===== src/rtl/lane_retire_stage_pkg.sv =====
// Shared constants for the two-lane retire stage: default widths, depth and lane count.
package lane_retire_stage_pkg;

    localparam int unsigned DATA_W_DEF = 32;
    localparam int unsigned DEPTH_DEF  = 4;
    localparam int unsigned CNT_W_DEF  = 16;
    localparam int unsigned NUM_LANES  = 2;

    function automatic int unsigned ptr_width(input int unsigned depth);
        return $clog2(depth);
    endfunction

    localparam int unsigned PTR_W_DEF = ptr_width(DEPTH_DEF);

endpackage


===== src/rtl/lane_retire_stage_if.sv =====
// Per-lane upstream and consumer handshake bundle of the retire stage.
interface lane_retire_stage_if
    import lane_retire_stage_pkg::*;
#(
    parameter int unsigned DATA_W = DATA_W_DEF
);
    logic              in_valid_1;
    logic              in_valid_2;
    logic [DATA_W-1:0] in_data_1;
    logic [DATA_W-1:0] in_data_2;
    logic              in_flush_1;
    logic              in_flush_2;
    logic              out_stall_1;
    logic              out_stall_2;
    logic              out_valid_1;
    logic              out_valid_2;
    logic [DATA_W-1:0] out_data_1;
    logic [DATA_W-1:0] out_data_2;
    logic              in_stall_1;
    logic              in_stall_2;
    logic              out_flush_1;
    logic              out_flush_2;

    modport slave (
        input  in_valid_1, in_valid_2, in_data_1, in_data_2, in_flush_1, in_flush_2,
        input  in_stall_1, in_stall_2,
        output out_stall_1, out_stall_2, out_valid_1, out_valid_2, out_data_1, out_data_2,
        output out_flush_1, out_flush_2
    );

    modport master (
        output in_valid_1, in_valid_2, in_data_1, in_data_2, in_flush_1, in_flush_2,
        output in_stall_1, in_stall_2,
        input  out_stall_1, out_stall_2, out_valid_1, out_valid_2, out_data_1, out_data_2,
        input  out_flush_1, out_flush_2
    );

endinterface


===== src/rtl/lane_skid_fifo.sv =====
// Single-lane result FIFO with flush, full-based stall and optional retire counter.
// Optional feature: RETIRE_CNT_EN adds o_retire_cnt.
module lane_skid_fifo
    import lane_retire_stage_pkg::*;
#(
    parameter int unsigned DATA_W = DATA_W_DEF,
    parameter int unsigned DEPTH  = DEPTH_DEF
`ifdef RETIRE_CNT_EN
    ,
    parameter int unsigned CNT_W  = CNT_W_DEF
`endif
) (
    input  logic              clk,
    input  logic              reset,
    input  logic              i_valid,
    input  logic [DATA_W-1:0] i_data,
    input  logic              i_flush,
    output logic              o_stall,
    output logic              o_valid,
    output logic [DATA_W-1:0] o_data,
    input  logic              i_stall,
    output logic              o_flush
`ifdef RETIRE_CNT_EN
    ,
    output logic [CNT_W-1:0]  o_retire_cnt
`endif
);

    localparam int unsigned    PTR_W    = ptr_width(DEPTH);
    localparam logic [PTR_W:0] FULL_CNT = (PTR_W + 1)'(DEPTH);

    logic [DATA_W-1:0] r_mem [DEPTH];
    logic [PTR_W-1:0]  r_wr_ptr;
    logic [PTR_W-1:0]  r_rd_ptr;
    logic [PTR_W:0]    r_count;
    logic [PTR_W:0]    w_count_d;
    logic              r_flush;
    logic              w_full;
    logic              w_empty;
    logic              w_enq;
    logic              w_deq;

    // Stall comes only from registered occupancy, never from this cycle's inputs.
    assign w_full  = (r_count == FULL_CNT);
    assign w_empty = (r_count == '0);
    assign w_enq   = i_valid & ~w_full & ~i_flush;
    assign w_deq   = ~w_empty & ~i_stall;

    assign o_stall = w_full;
    assign o_valid = ~w_empty;
    assign o_data  = w_empty ? '0 : r_mem[r_rd_ptr];
    assign o_flush = r_flush;

    always_comb begin
        w_count_d = r_count;
        unique case ({w_enq, w_deq})
            2'b10:   w_count_d = r_count + 1'b1;
            2'b01:   w_count_d = r_count - 1'b1;
            default: w_count_d = r_count;
        endcase
    end

    always_ff @(posedge clk) begin
        if (reset) begin
            r_wr_ptr <= '0;
            r_rd_ptr <= '0;
            r_count  <= '0;
            r_flush  <= 1'b0;
        end else begin
            r_flush <= i_flush;
            if (i_flush) begin
                r_wr_ptr <= '0;
                r_rd_ptr <= '0;
                r_count  <= '0;
            end else begin
                if (w_enq) r_wr_ptr <= r_wr_ptr + 1'b1;
                if (w_deq) r_rd_ptr <= r_rd_ptr + 1'b1;
                r_count <= w_count_d;
            end
        end
    end

    always_ff @(posedge clk) begin
        if (!reset && w_enq) r_mem[r_wr_ptr] <= i_data;
    end

`ifdef RETIRE_CNT_EN
    logic [CNT_W-1:0] r_retire_cnt;

    // A dequeue coinciding with a flush still retired its entry, so it is counted.
    always_ff @(posedge clk) begin
        if (reset) begin
            r_retire_cnt <= '0;
        end else if (w_deq) begin
            r_retire_cnt <= r_retire_cnt + 1'b1;
        end
    end

    assign o_retire_cnt = r_retire_cnt;
`endif

endmodule


===== src/rtl/lane_retire_stage.sv =====
// Two independent retire lanes, each a lane_skid_fifo; this level only wires ports.
// Optional feature: RETIRE_CNT_EN exposes retire_cnt_1/retire_cnt_2.
module lane_retire_stage
    import lane_retire_stage_pkg::*;
#(
    parameter int unsigned DATA_W = DATA_W_DEF,
    parameter int unsigned DEPTH  = DEPTH_DEF
`ifdef RETIRE_CNT_EN
    ,
    parameter int unsigned CNT_W  = CNT_W_DEF
`endif
) (
    input  logic                clk,
    input  logic                reset,
    lane_retire_stage_if.slave  bus
`ifdef RETIRE_CNT_EN
    ,
    output logic [CNT_W-1:0]    retire_cnt_1,
    output logic [CNT_W-1:0]    retire_cnt_2
`endif
);

    lane_skid_fifo #(
        .DATA_W (DATA_W),
        .DEPTH  (DEPTH)
`ifdef RETIRE_CNT_EN
        ,
        .CNT_W  (CNT_W)
`endif
    ) u_lane_1 (
        .clk          (clk),
        .reset        (reset),
        .i_valid      (bus.in_valid_1),
        .i_data       (bus.in_data_1),
        .i_flush      (bus.in_flush_1),
        .o_stall      (bus.out_stall_1),
        .o_valid      (bus.out_valid_1),
        .o_data       (bus.out_data_1),
        .i_stall      (bus.in_stall_1),
        .o_flush      (bus.out_flush_1)
`ifdef RETIRE_CNT_EN
        ,
        .o_retire_cnt (retire_cnt_1)
`endif
    );

    lane_skid_fifo #(
        .DATA_W (DATA_W),
        .DEPTH  (DEPTH)
`ifdef RETIRE_CNT_EN
        ,
        .CNT_W  (CNT_W)
`endif
    ) u_lane_2 (
        .clk          (clk),
        .reset        (reset),
        .i_valid      (bus.in_valid_2),
        .i_data       (bus.in_data_2),
        .i_flush      (bus.in_flush_2),
        .o_stall      (bus.out_stall_2),
        .o_valid      (bus.out_valid_2),
        .o_data       (bus.out_data_2),
        .i_stall      (bus.in_stall_2),
        .o_flush      (bus.out_flush_2)
`ifdef RETIRE_CNT_EN
        ,
        .o_retire_cnt (retire_cnt_2)
`endif
    );

endmodule


===== src/flat_wrapper.sv =====
// flat-port wrapper written by rule: the top's interface ports become plain ports
module lane_retire_stage_flat import lane_retire_stage_pkg::*;
#(
    parameter int unsigned DATA_W = DATA_W_DEF,
    parameter int unsigned DEPTH  = DEPTH_DEF

)
  (clk, reset, bus_in_valid_1, bus_in_valid_2, bus_in_data_1, bus_in_data_2, bus_in_flush_1, bus_in_flush_2, bus_in_stall_1, bus_in_stall_2, bus_out_stall_1, bus_out_stall_2, bus_out_valid_1, bus_out_valid_2, bus_out_data_1, bus_out_data_2, bus_out_flush_1, bus_out_flush_2);
  lane_retire_stage_if #(.DATA_W(DATA_W)) bus_i ();
  input  logic clk;
  input  logic reset;
  input wire logic [$bits(bus_i.in_valid_1)-1:0] bus_in_valid_1;
  input wire logic [$bits(bus_i.in_valid_2)-1:0] bus_in_valid_2;
  input wire logic [$bits(bus_i.in_data_1)-1:0] bus_in_data_1;
  input wire logic [$bits(bus_i.in_data_2)-1:0] bus_in_data_2;
  input wire logic [$bits(bus_i.in_flush_1)-1:0] bus_in_flush_1;
  input wire logic [$bits(bus_i.in_flush_2)-1:0] bus_in_flush_2;
  input wire logic [$bits(bus_i.in_stall_1)-1:0] bus_in_stall_1;
  input wire logic [$bits(bus_i.in_stall_2)-1:0] bus_in_stall_2;
  output wire logic [$bits(bus_i.out_stall_1)-1:0] bus_out_stall_1;
  output wire logic [$bits(bus_i.out_stall_2)-1:0] bus_out_stall_2;
  output wire logic [$bits(bus_i.out_valid_1)-1:0] bus_out_valid_1;
  output wire logic [$bits(bus_i.out_valid_2)-1:0] bus_out_valid_2;
  output wire logic [$bits(bus_i.out_data_1)-1:0] bus_out_data_1;
  output wire logic [$bits(bus_i.out_data_2)-1:0] bus_out_data_2;
  output wire logic [$bits(bus_i.out_flush_1)-1:0] bus_out_flush_1;
  output wire logic [$bits(bus_i.out_flush_2)-1:0] bus_out_flush_2;
  assign bus_i.in_valid_1 = bus_in_valid_1;
  assign bus_i.in_valid_2 = bus_in_valid_2;
  assign bus_i.in_data_1 = bus_in_data_1;
  assign bus_i.in_data_2 = bus_in_data_2;
  assign bus_i.in_flush_1 = bus_in_flush_1;
  assign bus_i.in_flush_2 = bus_in_flush_2;
  assign bus_i.in_stall_1 = bus_in_stall_1;
  assign bus_i.in_stall_2 = bus_in_stall_2;
  assign bus_out_stall_1 = bus_i.out_stall_1;
  assign bus_out_stall_2 = bus_i.out_stall_2;
  assign bus_out_valid_1 = bus_i.out_valid_1;
  assign bus_out_valid_2 = bus_i.out_valid_2;
  assign bus_out_data_1 = bus_i.out_data_1;
  assign bus_out_data_2 = bus_i.out_data_2;
  assign bus_out_flush_1 = bus_i.out_flush_1;
  assign bus_out_flush_2 = bus_i.out_flush_2;
  lane_retire_stage #(.DATA_W(DATA_W), .DEPTH(DEPTH)) u_core (.clk(clk), .reset(reset), .bus(bus_i));
endmodule

===== config.mk =====
export PLATFORM = sky130hd
export DESIGN_NAME = lane_retire_stage_flat
export DESIGN_NICKNAME = d
export VERILOG_FILES = /design/src/rtl/lane_retire_stage_pkg.sv /design/src/rtl/lane_retire_stage_if.sv /design/src/rtl/lane_skid_fifo.sv /design/src/rtl/lane_retire_stage.sv /design/src/flat_wrapper.sv
export SDC_FILE = /design/constraint.sdc
export NUM_CORES = 1
export LEC_CHECK = 0
export BUFFER_PORTS_ARGS = -buffer_cell sky130_fd_sc_hd__buf_2
export CAP_MARGIN = 20
export CORE_MARGIN = 1.5
export CORE_UTILIZATION = 43
export DETAILED_ROUTE_END_ITERATION = 10
export PLACE_DENSITY_LB_ADDON = 0.05
export SLEW_MARGIN = 20
export SYNTH_ARGS = -nofsm -noshare
export SYNTH_HDL_FRONTEND = slang
export SYNTH_HIERARCHICAL = 1
export SYNTH_SLANG_ARGS = --single-unit
export TNS_END_PERCENT = 20

===== constraint.sdc =====
create_clock -name clk -period 4.4 [get_ports clk]
set_clock_uncertainty 0.2 [all_clocks]
set_input_delay 0.88 -clock clk [delete_from_list [all_inputs] [get_ports clk]]
set_output_delay 0.88 -clock clk [all_outputs]
set_load 0.01 [all_outputs]

### Word-level counts from Yosys, hierarchy flattened

Memory sizes are Yosys's and may differ from the RTL's. A register that Yosys moved wholly into a read port is not among the register bits.
Cells that the tools add are included.

* latch bits: 0
* bits in writable memories: 256
* memories: 2
* bits in read-only memories: 0
* register bits after elaboration: 16
* logic and storage cells: 59
* output and inout bits: 70

Memory list
* u_core.u_lane_1.r_mem: depth 4, bits a word 32, rd ports 1, clocked after Yosys merged registers in 1, write ports 1, line lane_skid_fifo.sv:32 `logic [DATA_W-1:0] r_mem [DEPTH];`
* u_core.u_lane_2.r_mem: depth 4, bits a word 32, rd ports 1, clocked after Yosys merged registers in 1, write ports 1, line lane_skid_fifo.sv:32

* shifts and indexed selects: 0
* reductions and logical operators: 9
* divide/modulo/power cells: 0
* bitwise logic cells: 14
* add/subtract/negate cells: 8
* eq/ne operators: 6
* $mul: 0
* multiplexer cells: 12
* magnitude comparators: 0

Operators by type and width (count)
* $mux 32: 2
* $pmux 3 s2: 2
* $add 2x1->2 const B: 4
* $mux 2: 4
* $not 1->1: 8
* $add 3x1->3 const B: 2
* $and 1x1->1: 6
* $eq 3x3->1 const B: 2
* $logic_not 3->1: 2
* $sub 3x1->3 const B: 2
* $eq 2x1->1 const B: 2
* $eq 2x2->1 const B: 2
* $mux 1: 4
* $reduce_bool 2->1: 2
* $reduce_or 2->1: 2
* $logic_and 1x1->1: 2
* $logic_not 1->1: 1

### Logic depth before layout (Yosys ltp)

Gate-level depths: netlist (run 1).

* word-level depth: 7
* gate-level depth with buffers: 9
* mapped depth without buffers: 8

### By module

Netlist (run 1), hierarchy kept.

By module, submodules not included
* lane_skid_fifo (u_core.u_lane_1): cells an instance 260, area an instance 5415.2 µm², sequential area each 4043.9 µm², times used 1
* lane_skid_fifo (u_core.u_lane_2): cells an instance 261, area an instance 5412.7 µm², sequential area each 4043.9 µm², times used 1

### Worst setup path before layout (run 1)

Ideal clock, no wire load.

* path kind: input -> register
* from: input bus_in_flush_1
* to: memory u_core/u_lane_1/r_mem[1][0] (netlist name), enable pin
* data required time: 3784 ps
* path slack: 1053 ps
* path buffers: 1
* arrival: 2731 ps
* stages: 3
* cell sequence: or3b_1 > buf_6 > nor3b_2

* cells in the longest elaborated chain, start to end: 5

RTL lines
* start: declaration: line flat_wrapper.sv:16 `input wire logic [$bits(bus_i.in_flush_1)-1:0] bus_in_flush_1;`
* $not 1->1: line lane_skid_fifo.sv:46 `assign w_enq = i_valid & ~w_full & ~i_flush;`
* $and 1x1->1: line lane_skid_fifo.sv:46
* $logic_and 1x1->1: line lane_skid_fifo.sv:84 `if (!reset && w_enq) r_mem[r_wr_ptr] <= i_data;`
* $mux 1: line lane_skid_fifo.sv:84
* $mux 1 (not written as such): line lane_skid_fifo.sv:84
* end: declaration: line lane_skid_fifo.sv:32

Every way passes these cells.

==> results of run 1 <==
## stage by stage
step           total power (W)  hold WS [ns]
2_1_floorplan         0.003062        0.2591
3_3_place_gp          0.003161        0.2583
3_5_place_dp          0.003170        0.2865
4_1_cts               0.005559        0.2959
5_1_grt               0.005680        0.3247
6_report              0.005483        0.2945
## cell type report
type                    instances  area share [%]
diodes                          2         0.03894
repair buffers                155           6.561
multi-input cells             208           19.62
clock inverters                12           1.061
well taps                     324           3.154
clock buffers                  41           6.230
flip-flops and latches        276           62.95
inverters                      13          0.3796
## worst max path at each step
stage,cells after the start,end,slack (ns),start
5_1_grt,4,bus_out_data_1[20],0.74,flip-flop
2_1_floorplan,3,u_core/u_lane_1/r_mem[1][0],1.05,bus_in_flush_1
6_report,4,bus_out_data_1[20],0.90,flip-flop
4_1_cts,4,bus_out_data_1[20],0.81,flip-flop
3_3_place_gp,9,u_core/u_lane_2/r_count[2],1.34,bus_in_valid_2
3_5_place_dp,9,u_core/u_lane_2/r_count[2],1.25,bus_in_valid_2
## layout by cell type (no fill, tap or decap), drive strengths merged
cell / count
or3b: 1
mux4: 64
o21ai: 6
nand2b: 2
bufinv: 3
nor3: 2
nor2b: 2
mux2i: 4
dfxtp: 20
buf: 155
nand2: 8
clkinv: 9
fa: 2
a21oi: 10
and3: 1
clkbuf: 41
xor2: 4
ha: 10
a311o: 1
and2: 64
nor3b: 9
diode: 2
or3: 6
nor2: 10
edfxtp: 256
or2: 2
inv: 13
## power by group through the flow
stage / logic, W / registers [W] / clock network [W]
6_report: 0.000211 / 0.00290 / 0.00237
5_1_grt: 0.000233 / 0.00290 / 0.00254
4_1_cts: 0.000212 / 0.00290 / 0.00244
3_5_place_dp: 0.000212 / 0.00296 / 0
3_3_place_gp: 0.000204 / 0.00296 / 0
2_1_floorplan: 0.000106 / 0.00296 / 0
## kinds of logic after synthesis
family                   synth area share, %
flip-flops                             74.69
AND/OR/NAND/NOR                        6.332
multiplexers                           13.82
buffers and inverters                  2.473
AO/OA/AOI/OAI                         0.8320
adder cells (fa/ha/maj)                1.525
XOR/XNOR                              0.3235
## sequential cells by signal, indices dropped and copies added, names as in the netlist, named ones only
register,flops
u_core/u_lane_2/r_mem,128
u_core/u_lane_1/r_rd_ptr,2
u_core/u_lane_2/r_wr_ptr,2
u_core/u_lane_2/o_flush,1
u_core/u_lane_2/r_rd_ptr,2
u_core/u_lane_2/r_count,3
u_core/u_lane_1/r_mem,128
u_core/u_lane_1/o_flush,1
u_core/u_lane_1/r_count,3
u_core/u_lane_1/r_wr_ptr,2
## per-layer routing
metal	track usage [%]	vias to the layer above	share of wire, %
met5	0	-	0.065
met4	4.295	2	1.9
met3	3.218	34	5.2
met2	25.93	130	49
met1	21.64	2762	44
li1	-	2397	-
## worst max-delay path: stages (launching register included)
cell and delay [ns]:
dfxtp_2 0.61, buf_4 0.37, mux4_2 0.55, and2_1 0.20, buf_2 0.15
==> flow_summary.ini, run 1 <==
[sta]
worst_pin_slew_ns = 0.9946
hold_viol = 0
post-route-period-util_pct = 79.56
fin_ws_ns = 0.8993
fmaxAchievable_mhz = 285.7
rsz0062_at_grt = no
drv_slew = 0
finalSetupViolCount = 0
setup_tns_ns = 0
slew_headroom_pct = 33.62
fin_crit_ns = 3.501

[floorplan]
die_h_um = 161.7
initial_core_util_pct = 44.14
boundaryPins = 142
core.rowCount = 57
die_area_um2 = 26140
core_um2 = 24530
die_w_um = 161.7

[place]
portBuffers = 141
dpl.cell_count = 975
placedInstanceArea_um2 = 11880
dp_slack_ns = 1.255
gp_congestion = 0.7288
hpwl_mm = 12.17

[min_path]
hold_depth = 2
hold_start = u_core/u_lane_2/r_rd_ptr[1]
min_to = u_core/u_lane_2/r_rd_ptr[1]
worstHoldPathType = flip-flop to flip-flop

[yosys]
ys_seq_elements = 276
synth.most_common_cell = edfxtp_1
syn_area_per_cell_um2 = 20.78
syn_area_um2 = 10830
synth_edf_count = 256
synthTopCellsByArea = edfxtp_1 (71%), mux4_2 (12%), and2_1 (3.7%)
ys.flop_type = edfxtp_1
yosys.area.top_type = edfxtp_1
async_reset_ff_share_pct = 0
synth_top_cell_area_share_pct = 71.00
synth_nets = 605
yosys_warnings = 6
ys_seq_area_share_pct = 74.69
ys_top_cells_by_count = edfxtp_1 (256), and2_1 (64), mux4_2 (60)
synthCells = 521
synthDistinctLibCells = 29

[cts]
cts.clk_slew.worst_paths_ns = 0.06
root_buffer = clkbuf_16
cts_hold_buffers = 0
postCtsResizedCells = 0
cts_buffers = 29
clk_latency_ns = 0.54
cts_setup_buffers = 0
cts_max_path_buffers = 3
cts_sinks = 276
h-tree-depth = 1
cts_tree = done

[worst_setup_path]
cp.required_ns = 3.32
r2r_end = u_core/u_lane_1/r_count[2]
reg2regPathDepth = 8
worstSetupStartpointType = flip-flop
reg2reg_from = u_core/u_lane_1/r_count[2]
cp.arrival_ns = 2.42
cp_max_fo = 13
ff2ff_setup_slack_ns = 1.54
endpoint_kind = primary output
path_class = flip-flop to primary output

[route]
avgRoutedWirePerCell_um = 19.54
routed_wl_mm = 20.14
vias = 5325
drt_iter0_drc = 227
antenna_left = 0
remaining_drc_errors = 0
detail_route.vias_per_cell = 5.165
drtPass1Iterations = 4

[power_and_ir_drop]
swShare_pct = 19.36
p_int_w = 0.004421
power_density_nw_per_um2 = 426.6
seq_power_share_pct = 52.9
net-switching-power_w = 0.001062
vdd_drop_max_uv = 294.9
pwr-share-clk_pct = 43.2
cellLeakagePower_nw = 4.478
combPwrFrac_pct = 3.9

[global_route]
grt_overflow_total = 0
grtUsageTotal_pct = 15.78
grt_pass1_vias = 5759
grt_pass1_wl_mm = 31.71
grt_max_degree = 34
antenna_found_initial = 2

[outcome]
outcome = finished, final reports clean

[cells_and_area]
utilization_pct = 52.39
area_delta_synth_final_pct = 18.71
final_cells = 1031
multi_input_area_um2 = 2522
fill_cells = 2023
layout.nets = 767
postLayoutCellArea_um2 = 12850
ff_latch_area_um2 = 8092
drive_gt1_share_pct = 38.30

[run]
drv_cap = 0
Power figures use the tool's default switching activity.
==> run 2: changes to the inputs <==
==> constraint.sdc (replaced) <==
create_clock -name clk -period 2.85 [get_ports clk]
set_clock_uncertainty 0.2 [all_clocks]
set_input_delay 0.57 -clock clk [delete_from_list [all_inputs] [get_ports clk]]
set_output_delay 0.57 -clock clk [all_outputs]
set_load 0.01 [all_outputs]
==> run 2 against run 1 <==
- register-to-register slack got worse by 1.2 ns
- largest cell class unchanged
- global-route usage increased by 0.078 points
- largest power group unchanged
- critical endpoint is now bus_out_data_1[1]
- worst setup slack got worse by 0.80 ns
- combinational power increased by 60%
==> flow_summary.ini, run 2 (same netlist as run 1, synthesis figures left out) <==
[outcome]
outcome = finished, final reports clean

[sta]
fin_crit_ns = 2.753
slew_headroom_pct = 65.11
worst_pin_slew_ns = 0.5234
finalSetupViolCount = 0
rsz0062_at_grt = no
hold_viol = 0
drv_slew = 0
fmaxAchievable_mhz = 363.2
setup_tns_ns = 0
post-route-period-util_pct = 96.61

[place]
placedInstanceArea_um2 = 12040
dpl.cell_count = 983
gp_congestion = 0.7300
hpwl_mm = 12.18
portBuffers = 141

[cts]
cts_max_path_buffers = 3
cts.clk_slew.worst_paths_ns = 0.06
clk_latency_ns = 0.54
cts_buffers = 30
root_buffer = clkbuf_16
cts_tree = done
h-tree-depth = 1
cts_sinks = 276

[floorplan]
core_um2 = 24530
boundaryPins = 142
initial_core_util_pct = 44.14
die_w_um = 161.7
core.rowCount = 57
die_area_um2 = 26140
die_h_um = 161.7

[cells_and_area]
utilization_pct = 53.53
reg.largest.list = u_core/u_lane_1/r_mem x128, u_core/u_lane_2/r_mem x128
multi_input_area_um2 = 2521
ff_latch_area_um2 = 8094
final_cell_mix = edfxtp_1 (256), buf_2 (141), and2_1 (64), mux4_2 (62), clkbuf_16 (34)
drive_gt1_share_pct = 41.22
postLayoutCellArea_um2 = 13130
final_common_cell = edfxtp_1
area_delta_synth_final_pct = 21.28
final_cells = 1048
layout.nets = 783
fill_cells = 2006

[route]
antenna_left = 0
avgRoutedWirePerCell_um = 19.30
routed_wl_mm = 20.23
drtPass1Iterations = 5
vias = 5303
detail_route.vias_per_cell = 5.060
drt_iter0_drc = 220
remaining_drc_errors = 0

[min_path]
hold_depth = 1
hold_start = bus_in_data_1[10]
worstHoldPathType = primary input to flip-flop

[global_route]
grt_pass1_vias = 5747
grtUsageTotal_pct = 15.86
antenna_found_initial = 3
grt_pass1_wl_mm = 31.75
grt_max_degree = 34
grt_overflow_total = 0

[worst_setup_path]
endpoint_kind = primary output
worstSetupStartpointType = flip-flop
path_class = flip-flop to primary output
cp.arrival_ns = 1.98
reg2regPathDepth = 8
cp.required_ns = 2.08
cp_max_fo = 11
reg2reg_from = u_core/u_lane_1/r_count[2]

[run]
drv_cap = 0

[power_and_ir_drop]
power_w = 0.008512
vdd_drop_max_uv = 518.2
cellLeakagePower_nw = 4.627
power_density_nw_per_um2 = 648.2
## run 2: changes by cell type in the layout (fill, tap and decap cells not counted), sizes merged
cell,previous run,this run
diode,2,1
clkinv,9,16
buf,155,169
clkbuf,41,40
bufinv,3,1
## run 2: stage by stage
step           hold WS [ns]  setup slack (ns)
2_1_floorplan        0.2591           -0.1874
3_3_place_gp         0.2597            0.4716
3_5_place_dp         0.2980            0.4166
4_1_cts             0.01902         -0.001333
5_1_grt             0.02675           0.02264
6_report            0.04217           0.09672
## run 2: metal layers
layer / wire [um] / track usage [%]
met2: 10040 / 26.73
met5: 26 / 0
met3: 951 / 3.115
met4: 337 / 4.504
met1: 8880 / 21.15
## run 2: what timing repair did
item                       CTS  global route
hold buffers                 0             0
setup buffers                0             7
setup endpoints to repair   26            36
resized for setup            4             3
pin swaps                    0             0
gates cloned                 0             1
## run 2: power breakdown
group          internal (W)  leakage (nW)  switching, W
Clock               0.00222         0.495       0.00147
Combinational      0.000151          1.65      0.000187
Sequential          0.00447          2.48     0.0000130
Total               0.00684          4.63       0.00167
## run 2: worst max-delay path, cell delays in order, from the launching register on
cell	delay, ns
dfxtp_2	0.36
buf_12	0.15
buf_12	0.13
mux4_2	0.50
and2_1	0.16
buf_2	0.13
## run 2: final timing paths
check | slack, ns | endpoint
worst min-delay path | 0.04 | u_core/u_lane_1/r_mem[1][10]
worst max register to register | 0.35 | u_core/u_lane_1/r_count[2]
worst max-delay path | 0.1 | bus_out_data_1[1]
worst min register to register | 0.30 | u_core/u_lane_2/r_rd_ptr[1]
## run 2: final cells by class
class,count,area share (%)
inverters,13,0.3716
multi-input cells,208,19.20
diodes,1,0.01905
clock buffers,39,6.612
repair buffers,170,8.270
flip-flops and latches,276,61.63
well taps,324,3.087
clock inverters,17,0.8098
